==> src/rtl/spi_pkg.sv <==
// spi_pkg: frame constants and FSM states shared by the spi2adc and spi2dac serial links
package spi_pkg;
  typedef enum logic [1:0] {IDLE, XFER, HOLD} state_t;
  localparam int FRAME_BITS = 16;
  localparam int FIRST_DATA_BIT = 6;
  localparam int LAST_DATA_BIT = 15;
  localparam logic START = 1'b1;
  localparam logic SGL = 1'b1;
  localparam logic MSBF = 1'b1;
endpackage

==> src/rtl/spi_sck_gen.sv <==
// spi_sck_gen: half-period counter producing a mode-0 SCK plus single-cycle rise/fall strikes
module spi_sck_gen #(
  parameter int CLK_DIV = 25
) (
  input  logic sysclk,
  input  logic rst_n,
  input  logic en,
  output logic sck,
  output logic rise,
  output logic fall
);
  localparam logic [7:0] LAST = 8'(CLK_DIV - 1);
  logic [7:0] cnt;
  logic tc;
  assign tc = en && cnt == LAST;
  assign rise = tc && !sck;
  assign fall = tc && sck;
  always_ff @(posedge sysclk or negedge rst_n)
    if (!rst_n) begin
      cnt <= '0;
      sck <= 1'b0;
    end else if (!en) begin
      cnt <= '0;
      sck <= 1'b0;
    end else if (tc) begin
      cnt <= '0;
      sck <= ~sck;
    end else
      cnt <= cnt + 8'd1;
endmodule

==> src/rtl/spi2adc.sv <==
// spi2adc: SPI master reading one 10-bit sample from an MCP3002-style ADC per start pulse
module spi2adc #(
  parameter int CLK_DIV = 25,
  parameter int CS_HOLD = 25
) (
  input  logic       sysclk,
  input  logic       rst_n,
  input  logic       start,
  input  logic       channel,
  input  logic       adc_sdo,
  output logic       adc_cs,
  output logic       adc_sck,
  output logic       adc_sdi,
  output logic [9:0] data_from_adc,
  output logic       data_valid,
  output logic       busy
);
  import spi_pkg::*;
  // HOLD exits one cycle early so the IDLE cycle completes the CS_HOLD gap and a held start repeats exactly
  localparam logic [15:0] HOLD_LAST = 16'(CS_HOLD < 2 ? 0 : CS_HOLD - 2);
  localparam logic [3:0] BIT_LAST = 4'(FRAME_BITS - 1);
  localparam logic [3:0] DATA_LO = 4'(FIRST_DATA_BIT - 1);
  localparam logic [3:0] DATA_HI = 4'(LAST_DATA_BIT - 1);
  state_t state;
  logic [15:0] tx, hold_cnt;
  logic [9:0] rx;
  logic [3:0] bit_cnt;
  logic rise, fall;
  spi_sck_gen #(.CLK_DIV(CLK_DIV)) u_sck (
    .sysclk(sysclk),
    .rst_n(rst_n),
    .en(state == XFER),
    .sck(adc_sck),
    .rise(rise),
    .fall(fall)
  );
  always_ff @(posedge sysclk or negedge rst_n)
    if (!rst_n) begin
      state <= IDLE;
      adc_cs <= 1'b1;
      adc_sdi <= 1'b0;
      data_from_adc <= '0;
      data_valid <= 1'b0;
      busy <= 1'b0;
      tx <= '0;
      rx <= '0;
      bit_cnt <= '0;
      hold_cnt <= '0;
    end else begin
      data_valid <= 1'b0;
      case (state)
        IDLE: if (start) begin
          state <= XFER;
          busy <= 1'b1;
          adc_cs <= 1'b0;
          adc_sdi <= START;
          tx <= {SGL, channel, MSBF, 13'b0};
          bit_cnt <= '0;
        end
        XFER: begin
          // bit_cnt counts completed falls, so it equals SCK period minus one at each rise
          if (rise && bit_cnt >= DATA_LO && bit_cnt <= DATA_HI)
            rx <= {rx[8:0], adc_sdo};
          if (fall) begin
            bit_cnt <= bit_cnt + 4'd1;
            tx <= {tx[14:0], 1'b0};
            adc_sdi <= tx[15];
            if (bit_cnt == BIT_LAST) begin
              state <= HOLD;
              adc_cs <= 1'b1;
              adc_sdi <= 1'b0;
              data_from_adc <= rx;
              data_valid <= 1'b1;
              hold_cnt <= '0;
            end
          end
        end
        HOLD: if (hold_cnt == HOLD_LAST) begin
          state <= IDLE;
          busy <= 1'b0;
        end else
          hold_cnt <= hold_cnt + 16'd1;
        default: state <= IDLE;
      endcase
    end
endmodule
==> config.mk <==
export PLATFORM = sky130hd
export DESIGN_NAME = spi2adc
export DESIGN_NICKNAME = d
export VERILOG_FILES = /design/src/rtl/spi_pkg.sv /design/src/rtl/spi_sck_gen.sv /design/src/rtl/spi2adc.sv
export SDC_FILE = /design/constraint.sdc
export NUM_CORES = 1
export LEC_CHECK = 0
export ABC_AREA = 1
export CORE_ASPECT_RATIO = 1.2
export CORE_MARGIN = 10
export CORE_UTILIZATION = 61
export CTS_BUF_LIST = sky130_fd_sc_hd__clkbuf_4
export CTS_CLUSTER_SIZE = 12
export DETAILED_ROUTE_END_ITERATION = 6
export GPL_TIMING_DRIVEN = 0
export PLACE_DENSITY = 0.82
export SLEW_MARGIN = 0
export SYNTH_ARGS = -nofsm -noshare
export SYNTH_HDL_FRONTEND = slang
export SYNTH_HIERARCHICAL = 1
export SYNTH_SLANG_ARGS = --single-unit
==> constraint.sdc <==
create_clock -name sysclk -period 2.05 [get_ports sysclk]
set_input_delay 0.41 -clock sysclk [delete_from_list [all_inputs] [get_ports sysclk]]
set_output_delay 0.41 -clock sysclk [all_outputs]
set_load 0.01 [all_outputs]
# [Word level (Yosys, flattened, before mapping)]
# Index checks and enable logic that the tools add are counted.
[word_totals] latchBits=0 input_bits=5 register_bits=71 memories=0 elab_cells=78 output_inout_bits=15 mem_bits_ro=0 ram_bits=0
[classes] reduce_logical=17 n_div=0 multipliers=0 n_addsub=3 mux=32 n_bitwise=1 n_shift=0 n_lt_le_gt_ge=2 eq_ne=11
[op_table] op="$mux 16" count=5
[op_table] op="$pmux 16 s2" count=2
[op_table] op="$add 16x1->16 const B" count=1
[op_table] op="$eq 16x5->1 const B" count=1
[op_table] op="$mux 8" count=2
[op_table] op="$mux 1" count=12
[op_table] op="$ne 2x2->1 const B" count=6
[op_table] op="$reduce_and 4->1" count=3
[op_table] op="$reduce_and 3->1" count=3
[op_table] op="$add 8x1->8 const B" count=1
[op_table] op="$eq 8x5->1 const B" count=1
[op_table] op="$mux 2" count=4
[op_table] op="$mux 4" count=2
[op_table] op="$pmux 4 s2" count=1
[op_table] op="$pmux 1 s2" count=3
[op_table] op="$pmux 2 s3" count=1
[op_table] op="$reduce_bool 2->1" count=3
[op_table] op="$logic_and 1x1->1" count=5
[op_table] op="$add 4x1->4 const B" count=1
[op_table] op="$eq 4x4->1 const B" count=1
[op_table] op="$ge 4x3->1 const B" count=1
[op_table] op="$le 4x4->1 const B" count=1
[op_table] op="$eq 2x1->1 const B" count=1
[op_table] op="$eq 2x2->1 const B" count=1
[op_table] op="4 further kinds" count=4

# [Depth between registers and ports, before layout]
[logic_depth] depth_word=6 depth_mapped=13 ltp_nobuf=12

# [By module]
# Netlist, hierarchy kept.
[modules_own_cells] module="spi2adc" n_inst=1 seq_area_each_um2=1227.4 area_per_inst_um2=2488.6 cells_each=322
[modules_own_cells] module="spi_sck_gen" n_inst=1 seq_area_each_um2=225.2 area_per_inst_um2=503.0 cells_each=67

# [Least setup slack after synthesis]
# No wires, ideal clock.
[synth_path] kind="reg2reg" start="reg u_sck.cnt[0]" end="reg hold_cnt[2]" required_time_ps=1932 slack_ps=165 setup_time_ps=118 period_less_slack_ps=1885 path_buffers=2 path_stages_with_launch=14 arrival_ps=1768 cell_sequence="dfrtp_1 > inv_1 > ha_1 > nand2_1 > nor2_1 > nand2_2 > nor3_1 > inv_1 > nor2_1 > nand2_1 > buf_4 > buf_6 > nand3_1 > nand2_1"
[synth_via] elab_chain_cells=5
[synth_rtl] item="start: declaration" line_no="spi_sck_gen.sv:13" rtl="logic [7:0] cnt;"
[synth_rtl] item="start signal: assignment" line_no="spi_sck_gen.sv:29" rtl="cnt <= cnt + 8'd1;"
[synth_rtl] item="$eq 8x5->1" line_no="spi_sck_gen.sv:15" rtl="assign tc = en && cnt == LAST;"
[synth_rtl] item="$logic_and 1x1->1" line_no="spi_sck_gen.sv:15"
[synth_rtl] item="$logic_and 1x1->1" line_no="spi_sck_gen.sv:17" rtl="assign fall = tc && sck;"
[synth_rtl] item="net fall" line_no="spi2adc.sv:28" rtl="logic rise, fall;"
[synth_rtl] item="$ne 2x2->1 (no source line)"
[synth_rtl] item="$reduce_and 4->1 (no source line)"
[synth_rtl] item="end signal: assignment" line_no="spi2adc.sv:82" rtl="hold_cnt <= hold_cnt + 16'd1;"
[synth_rtl] item="end: declaration" line_no="spi2adc.sv:25" rtl="logic [15:0] tx, hold_cnt;"
# The timed path passes the listed nets, and every way through them passes these cells.
# A chain may end at the register's enable or synchronous reset.

# [Final worst setup path]
[layout_path] start="reg u_sck.cnt[0]" end="reg hold_cnt[7]"
# The elaborated chain is that of the path after synthesis.

==> qor.yml <==
timing:
  max_slew.worst_pin.slew_ns: 0.653
  period_share_pct: 94.0
  relSlewSlack_pct: 56.5
  hold_viol: 0
  worst_clock_skew_ns: 0.0153
  fmax_mhz: 519
  hold_ws_ns: 0.00750
  fin_tns_setup_ns: 0
  drv_slew: 0
  min_period_ns: 1.93
  finalSetupViolations: 0
critical_path:
  path_class: "reg -> reg"
  startpoint: "u_sck/cnt[0]$_DFF_PN0_"
  rr_worst_depth: 13
  rrSetupSlack_ns: 0.12
  critPathMaxStageDelay_ns: 0.39
  setup.worst_path.start_class: "flop"
  slowest_stage: "dfrtp_1"
  worstPathRequired_ns: 2.35
  crit_fanout: 10
  endpoint: "hold_cnt[7]$_DFFE_PN0P_"
  path_cells: "inv_1 > ha_2 > nand2_1 > nor2_2 > nand2_2 > nor3_4 > inv_2 > nor2_4 > nand2_2 > buf_6 > buf_6 > nand3_1 > nand2_1"
  r2r_start: "u_sck/cnt[0]$_DFF_PN0_"
  end_kind: "flop"
  reg2reg_to: "hold_cnt[7]$_DFFE_PN0P_"
  arrival_ns: 2.23
die:
  coreArea_um2: 4660
  ios: 20
  initial_core_util_pct: 64.2
  fp-row-count: 27
  die_area_um2: 8120
  dieWidth_um: 83.9
  die-height_um: 96.7
route:
  drt-initial-drc-count: 146
  ant_nets: 0
  wl_per_cell_um: 12.7
  wl_mm: 6.20
  drc_errors: 0
  vias: 2600
  via_per_inst: 5.33
  dr.pass1.iters: 4
grt:
  grt_max_degree: 32
  overflow: 0
  grt_pass1_vias: 2463
  grt_pass1_wl_mm: 10.6
  grtUsageTotal_pct: 15.4
  antenna_found_initial: 0
cts:
  cts_buffers: 9
  cts_root_buf: "clkbuf_4"
  cts.htree.levels: 3
  clockBufferDepth: 2
  cts.clk_slew.worst_paths_ns: 0.10
  clk_latency_ns: 0.42
  clock-sinks: 58
  cts_tree: "built"
finish:
  finalNetCount: 437
  syn2layout_area_growth_pct: 17.0
  drive_gt1_share_pct: 12.1
  final_core_util_pct: 75.1
  diodes: 0
logic_synthesis:
  synth_edf_count: 0
  synthFlopType: "dfrtp_1"
  yosys_warnings: 6
  synth.most_common_cell: "nand2_1"
  synthArstFlopShare_pct: 100
  avgSynthCellArea_um2: 7.69
  synth_fp_nets: 401
  syn-instance-count: 389
  synth_area_um2: 2990
  synth-seq-cells: 58
  ys_seq_area_share_pct: 48.6
  yosys-top-cells-count: "130 x nand2_1, 57 x dfrtp_1, 55 x nand3_1"
  yosysTopAreaCellShare_pct: 47.7
  synth_cell_type_count: 25
  synth_top_area_cell: "dfrtp_1"
  synthTopCellsByArea: "dfrtp_1 48%, nand2_1 16%, nand3_1 9.2%"
power_and_ir_drop:
  power_mw: 2.13
  p_sw_uw: 487
  p_clk_share_pct: 44.8
  vdd_drop_max_v: 0.000488
  powerDensity_nw_per_um2: 609
  p_comb_share_pct: 1.6
  pwr-share-seq_pct: 53.7
  p_int_mw: 1.64
  switching_share_pct: 22.8
  p_leak_nw: 1.82
worst_hold_path:
  hold_path.class: "in -> async"
placed_design:
  hpwlAfterDp_mm: 4.46
  globalplace.congestion: 0.864
  portBuffers: 19
outcome:
  status: "complete, no violations"
job:
  max-cap-violations: 0
-- power by group through the flow --
stage	Sequential, mW	Clock [mW]	Combinational [mW]
2_1_floorplan	1.17	0	0.000361
3_3_place_gp	1.17	0	0.0311
3_5_place_dp	1.17	0	0.0353
4_1_cts	1.14	0.964	0.0352
5_1_grt	1.14	0.995	0.0386
6_report	1.14	0.954	0.0333
-- kinds of logic (layout without fill, tap and decap cells) --
logic type | Yosys count | after routing | synth area share (%)
AO/OA/AOI/OAI | 21 | 21 | 3.93
adder cells (fa/ha/maj) | 7 | 7 | 2.93
buffers and inverters | 44 | 85 | 6.86
XOR/XNOR | 4 | 4 | 1.17
flip-flops | 58 | 58 | 48.6
AND/OR/NAND/NOR | 255 | 255 | 36.6
-- final cells by class --
class                      instances  area [µm²]
tap                               58        72.6
multi-input combinational        287        1360
fill                             332        1160
clock buffer                       9        67.6
inverter                          35         135
sequential                        58        1450
clock inverter                     7        92.6
buffer                             9        77.6
timing repair buffer              25         243
-- sequential cells by signal (all words and copies together) (netlist names) --
register	flops
adc_sdi	1
data_from_adc	10
data_valid	1
bit_cnt	4
u_sck/cnt	8
adc_cs	1
tx	3
busy	1
hold_cnt	16
u_sck/sck	1
state	2
rx	10
-- worst min path at each step --
stage,slack [ns],start,to,depth (start not counted)
2_1_floorplan,0.11,rst_n,adc_sdi$_DFFE_PN0P_,0
3_3_place_gp,0.46,rx[9]$_DFFE_PN0P_,rx[9]$_DFFE_PN0P_,2
3_5_place_dp,0.46,busy$_DFFE_PN0P_,busy$_DFFE_PN0P_,2
4_1_cts,0.01,rst_n,hold_cnt[6]$_DFFE_PN0P_,1
5_1_grt,0.04,rst_n,hold_cnt[6]$_DFFE_PN0P_,1
6_report,0.008,rst_n,hold_cnt[6]$_DFFE_PN0P_,1
-- stage by stage --
| step | cell area [µm²] | instances | setup WS, ns |
|---|---|---|---|
| finish | 3500 | 488 | 0.123 |
| global route | 3500 | 488 | -0.0162 |
| CTS | 3460 | 485 | 0.0221 |
| detailed placement | 3270 | 467 | -0.256 |
| global placement | 3250 | 466 | -1.23 |
| floorplan | 2990 | 389 | 0.165 |
-- layer usage --
metal	up-vias	wire [µm]	GRT usage (%)
met4	0	122	10.0
met2	53	3080	25.6
met1	1226	2710	17.3
li1	1310	-	-
met5	-	0	0
met3	11	293	3.10
-- placed cells by master (no fill, tap or decap), types with 6 or more instances in the layout --
master | synthesis | final
nor2_2 | 5 | 6
nand4_1 | 8 | 8
buf_4 | 3 | 7
o21ai_0 | 11 | 11
nor2_1 | 44 | 42
nand3_1 | 55 | 55
nand2_1 | 130 | 129
clkbuf_4 | 0 | 9
ha_1 | 7 | 6
dfrtp_1 | 57 | 57
clkdlybuf4s50_1 | 0 | 18
nand2_2 | 6 | 7
inv_1 | 35 | 33
-- critical path, delay by kind of cell, from the launching register on --
kind	cells	cell delay, ns
simple gates	8	0.78
buf+inv	4	0.45
flops	1	0.39
fa+ha+maj	1	0.18
-- repair_timing --
action / in CTS / in global routing
pin swaps: 0 / 2
setup endpoints to repair: 29 / 26
setup buffers: 2 / 3
hold buffers: 0 / 0
gates resized for setup: 4 / 6
Note: power is estimated with default switching activity, not from simulation.
